<file path="config.mk">
export PLATFORM = sky130hd
export DESIGN_NAME = pll_lock_reset_seq
export DESIGN_NICKNAME = d
export VERILOG_FILES = /design/src/rtl/pll_seq_pkg.sv /design/src/rtl/sync_2ff.sv /design/src/rtl/pll_lock_reset_seq.sv
export SDC_FILE = /design/constraint.sdc
export NUM_CORES = 1
export LEC_CHECK = 0
export CORE_MARGIN = 2
export CORE_UTILIZATION = 30
export CTS_CLUSTER_SIZE = 16
export DETAILED_ROUTE_END_ITERATION = 6
export PLACE_DENSITY = 0.54
export SETUP_SLACK_MARGIN = 0.15
export SLEW_MARGIN = 10
export SYNTH_ARGS = -nofsm -noshare
export SYNTH_HDL_FRONTEND = slang
export SYNTH_SLANG_ARGS = --single-unit
</file>
<file path="constraint.sdc">
create_clock -name clk -period 2.5 [get_ports clk]
set_clock_uncertainty 0.05 [all_clocks]
set_input_delay 0.375 -clock clk [delete_from_list [all_inputs] [get_ports clk]]
set_output_delay 0.375 -clock clk [all_outputs]
set_load 0.005 [all_outputs]
</file>
<file path="src/rtl/pll_seq_pkg.sv">
// Shared types and helpers for the PLL lock/reset sequencer.
// Holds the FSM state encoding and the counter-width helper.
package pll_seq_pkg;

    localparam int unsigned STATE_W = 3;

    typedef enum logic [STATE_W-1:0] {
        S_PLLRST = 3'd0,
        S_WAIT   = 3'd1,
        S_STABLE = 3'd2,
        S_RUN    = 3'd3,
        S_FAIL   = 3'd4
    } state_t;

    // Returns the ceil-log2 of the largest of three cycle counts.
    function automatic int unsigned clog2_max(input int unsigned a,
                                              input int unsigned b,
                                              input int unsigned c);
        int unsigned m;
        m = a;
        if (b > m) m = b;
        if (c > m) m = c;
        return $clog2(m);
    endfunction

endpackage

</file>
<file path="src/rtl/sync_2ff.sv">
// Two-flop synchroniser for a single asynchronous input.
// Resets to 0.
module sync_2ff (
    input  logic clk,
    input  logic rst_n,
    input  logic d,
    output logic q
);

    logic meta;

    always_ff @(posedge clk or negedge rst_n) begin
        if (!rst_n) begin
            meta <= 1'b0;
            q    <= 1'b0;
        end else begin
            meta <= d;
            q    <= meta;
        end
    end

endmodule

</file>
<file path="src/rtl/pll_lock_reset_seq.sv">
// PLL reset/lock sequencer: pulses the PLL reset, qualifies lock, releases sys_rst,
// retries on lock timeout and latches a sticky failure after too many timeouts.
module pll_lock_reset_seq
    import pll_seq_pkg::*;
#(
    parameter  int unsigned RST_PULSE_CYCLES = 16,
    parameter  int unsigned LOCK_TIMEOUT     = 65536,
    parameter  int unsigned STABLE_CYCLES    = 1024,
    parameter  int unsigned MAX_RETRIES      = 3,
    localparam int unsigned RW               = $clog2(MAX_RETRIES + 1)
) (
    input  logic          clk,
    input  logic          rst_n,
    input  logic          locked_async,
    output logic          pll_rst,
    output logic          sys_rst,
    output logic          ready,
    output logic          fail,
    output logic [RW-1:0] retry_cnt
);

    localparam int unsigned CW = clog2_max(RST_PULSE_CYCLES, LOCK_TIMEOUT, STABLE_CYCLES) + 1;

    state_t          state_q;
    state_t          state_d;
    logic [CW-1:0]   cnt_q;
    logic [CW-1:0]   cnt_d;
    logic [RW-1:0]   retry_d;
    logic            locked_s;

    sync_2ff u_lock_sync (
        .clk   (clk),
        .rst_n (rst_n),
        .d     (locked_async),
        .q     (locked_s)
    );

    // State, shared counter and decoded output registers.
    always_ff @(posedge clk or negedge rst_n) begin
        if (!rst_n) begin
            state_q   <= S_PLLRST;
            cnt_q     <= '0;
            pll_rst   <= 1'b1;
            sys_rst   <= 1'b1;
            ready     <= 1'b0;
            fail      <= 1'b0;
            retry_cnt <= '0;
        end else begin
            state_q   <= state_d;
            cnt_q     <= cnt_d;
            pll_rst   <= (state_d == S_PLLRST) || (state_d == S_FAIL);
            sys_rst   <= (state_d != S_RUN);
            ready     <= (state_d == S_RUN);
            fail      <= (state_d == S_FAIL);
            retry_cnt <= retry_d;
        end
    end

    // Next state, counter and retry count; lock loss and lock arrival take priority over timeouts.
    always_comb begin
        state_d = state_q;
        retry_d = retry_cnt;
        cnt_d   = '0;

        case (state_q)
            S_PLLRST: begin
                if (cnt_q == CW'(RST_PULSE_CYCLES - 1)) state_d = S_WAIT;
            end
            S_WAIT: begin
                if (locked_s) begin
                    state_d = S_STABLE;
                end else if (cnt_q == CW'(LOCK_TIMEOUT - 1)) begin
                    retry_d = retry_cnt + RW'(1);
                    state_d = (retry_d == RW'(MAX_RETRIES)) ? S_FAIL : S_PLLRST;
                end
            end
            S_STABLE: begin
                if (!locked_s) begin
                    state_d = S_WAIT;
                end else if (cnt_q == CW'(STABLE_CYCLES - 1)) begin
                    state_d = S_RUN;
                end
            end
            S_RUN: begin
                if (!locked_s) state_d = S_PLLRST;
            end
            S_FAIL: begin
                state_d = S_FAIL;
            end
            default: begin
                state_d = S_PLLRST;
            end
        endcase

        if (state_d == S_RUN) retry_d = '0;

        // The counter only runs in the timed states and restarts on every transition.
        if ((state_d == state_q) && (state_q != S_RUN) && (state_q != S_FAIL)) begin
            cnt_d = cnt_q + CW'(1);
        end
    end

endmodule

</file>
==> run_results.csv, run 1 <==
group,metric,value,unit
sta,slew_headroom,75.2,%
floorplanning,die_area,5680,µm²
logic_synthesis,synth_area_leaders,"dfrtp_1, nor3_2, xnor2_1",
logic_synthesis,synth.yosys.seq_area_share,46.0,%
cells_and_area,layout-drive-gt1-share,25.0,%
setup_path,crit_type,"flip-flop to flip-flop",
clock_tree,root_buffer,"clkbuf_8",
clock_tree,clk_path_buf_depth,2,
logic_synthesis,syn_area,1530,µm²
power,p_leak,0.706,nW
cells_and_area,diodes,0,
grt,grt_usage,11.8,%
clock_tree,path_clk_slew,0.09,ns
setup_path,start_kind,"flip-flop",
clock_tree,clk-insertion-delay-late,0.27,ns
route,wl,2990,µm
grt,grt-ovfl-total,0,
route,num_vias,1076,
logic_synthesis,synth_top_area_share,42.6,%
logic_synthesis,yosys_register_bits,28,
logic_synthesis,syn_inst,141,
logic_synthesis,synth_area_per_cell,10.8,µm²
logic_synthesis,syn_nets,148,
cells_and_area,register_area,704,µm²
route,met3WireLength,70,µm
setup_path,critical_path_required,2.64,ns
place,place_ws,0.137,ns
route,wl_met1,1400,µm
clock_tree,h-tree-depth,1,
sta,fin_crit_sh,87.3,%
flow_run,max_cap_viol_count,0,
route,top_layer_used,"met4",
floorplanning,initial_core_util,31.7,%
power,power,0.000917,W
sta,worst_slack,0.316,ns
route,first_pass_iters,4,
cells_and_area,syn_to_final_growth,15.8,%
logic_synthesis,netlist_top_cells_count,"dfrtp_1, nor3_2, nand2_1, nor3_1, xnor2_1",
sta,fin_setup_tns,0,ns
logic_synthesis,synth_edf_count,0,
grt,grt_max_degree,29,
grt,grt_antenna_before_repair,0,
place,port-buffer-count,8,
cells_and_area,fill_cells,523,
setup_path,worst_ep_arrival_time,2.32,ns
logic_synthesis,synth-main-ff-cell,"dfrtp_1",
floorplanning,row_count,25,
logic_synthesis,post-synth-top-count-cell,"dfrtp_1",
sta,tightest_slew,0.369,ns
logic_synthesis,yosys_warnings,0,
logic_synthesis,yosysTopAreaCell,"dfrtp_1",
place,placed_area,1660,µm²
floorplanning,coreArea,4820,µm²
clock_tree,cts_buffers,3,
status,status,"complete, no violations",
sta,rsz0062_at_grt,"false",
floorplanning,die_h,75.4,µm
clock_tree,cts_sinks,28,
route,wl_per_cell,13.6,µm
route,dr_wl_met2,1480,µm
setup_path,cp-end-kind,"flip-flop",
sta,period_needed,2.18,ns
clock_tree,cts_tree,"done",
floorplanning,io_pins,9,
place,hpwl,2050,µm
power,power-per-cell-area,518,nW/µm²
logic_synthesis,async_flop_share,100,%
route,postRouteAntennaNets,0,
logic_synthesis,synth.distinct_cells,38,
floorplanning,die_w,75.4,µm
setup_path,critPathMaxFanout,10,
cells_and_area,multi_input_area,781,µm²
grt,grt_first_pass_wirelength,5020,µm
sta,setup_violations,0,
sta,drv_slew,0,
grt,grt_pass1_vias,1040,
route,viasPerCell,4.91,
power,vdd_drop_max,0.406,mV
hold_path,hold_class,"flip-flop to flip-flop",
sta,max_freq,458,MHz
cells_and_area,final_area,1770,µm²
route,detail_route.iter0.violations,51,
cells_and_area,final_nets,161,
sta,timing_hold_violations_final,0,
place,place.gp.congestion,0.823,
route,drc,0,
sequential cells by signal, summed over array words and instances, names as in the netlist:
register,flops
cnt_q,17
fail,1
retry_cnt,2
sys_rst,1
state_q,3
pll_rst,1
u_lock_sync.meta,1
ready,1
u_lock_sync.q,1
final cells by class:
type	instances	share of cell area, %
clock buffers	3	2.33
inverters	5	1.06
multi-input cells	100	44.1
flip-flops and latches	28	39.8
well taps	67	4.74
repair buffers	16	7.92
path summary, 6_finish.rpt:
check                                 start             to  slack [ns]  cells past startpoint
min reg2reg                u_lock_sync.meta  u_lock_sync.q        0.32                      0
max                                cnt_q[0]       cnt_q[4]        0.32                     11
max reg2reg                        cnt_q[0]       cnt_q[4]        0.32                     11
max in group asynchronous             rst_n        sys_rst        1.67                      2
min                        u_lock_sync.meta  u_lock_sync.q        0.32                      0
min in group asynchronous             rst_n   retry_cnt[0]        0.43                      2
cells by family after synthesis:
kind of cell               synth area share [%]
xor gates and xnor gates                   7.45
buffers and inverters                      5.90
and+or+nand+nor                            31.9
AOI/OAI and AO/OA                          5.41
DFF                                        46.0
adders and majority gates                  3.28
cells in the final DEF (no fill, tap or decap), types with 3 or more instances in the layout:
| master | netlist | routed |
|---|---|---|
| nor4_1 | 4 | 4 |
| xnor2_1 | 8 | 8 |
| nand3_1 | 5 | 4 |
| xor2_1 | 5 | 5 |
| inv_1 | 5 | 5 |
| nand4_1 | 6 | 6 |
| clkbuf_8 | 0 | 3 |
| nor3_1 | 8 | 6 |
| nand2_1 | 8 | 8 |
| dfrtp_1 | 26 | 25 |
| clkdlybuf4s50_1 | 0 | 8 |
| nor2_1 | 7 | 7 |
| buf_4 | 5 | 8 |
| or3_1 | 4 | 4 |
| nor3_2 | 10 | 12 |
| ha_1 | 4 | 3 |
| and3_1 | 4 | 4 |
report_power, final:
group          internal, W  leakage [nW]  switching [W]
clock network     0.000108        0.0216       0.000130
logic            0.0000801         0.312      0.0000695
registers         0.000485         0.372      0.0000445
total             0.000673         0.706       0.000244
routing by layer:
metal	track usage, %	vias up
met1	14.5	532
li1	-	529
met5	0	-
met4	3.51	0
met2	20.6	13
met3	2.78	2
critical path: stages (launching register included):
cell	delay, ns
dfrtp_2	0.45
ha_4	0.19
nand4_4	0.14
nor2_4	0.06
nand2_1	0.06
nor2_1	0.05
ha_1	0.19
nor3b_2	0.20
a32oi_1	0.13
a41o_1	0.23
buf_4	0.19
nor3_2	0.17
through the flow:
step | hold slack (ns) | instances | utilization, %
3_5_place_dp | 0.297 | 213 | 34.4
3_3_place_gp | 0.285 | 213 | 34.4
4_1_cts | 0.320 | 216 | 35.6
6_report | 0.316 | 219 | 36.7
5_1_grt | 0.338 | 219 | 36.7
2_1_floorplan | 0.0294 | 141 | -
timing repair:
item                       in CTS  in global routing
pin swaps                       0                  1
resized for setup               2                  7
setup buffers                   0                  3
hold buffers                    0                  0
setup endpoints to repair      11                 20
Note: power is estimated with default switching activity, not from simulation.
==> inputs of run 2 (changes only) <==
--- a/config.mk
+++ b/config.mk
@@ -9,6 +9,7 @@
 export CORE_UTILIZATION = 30
 export CTS_CLUSTER_SIZE = 16
 export DETAILED_ROUTE_END_ITERATION = 6
+export GPL_ROUTABILITY_DRIVEN = 1
 export PLACE_DENSITY = 0.54
 export SETUP_SLACK_MARGIN = 0.15
 export SLEW_MARGIN = 10
==> results of run 2 <==
Same layout as run 1: the final DEF is identical, and so are final timing and power.
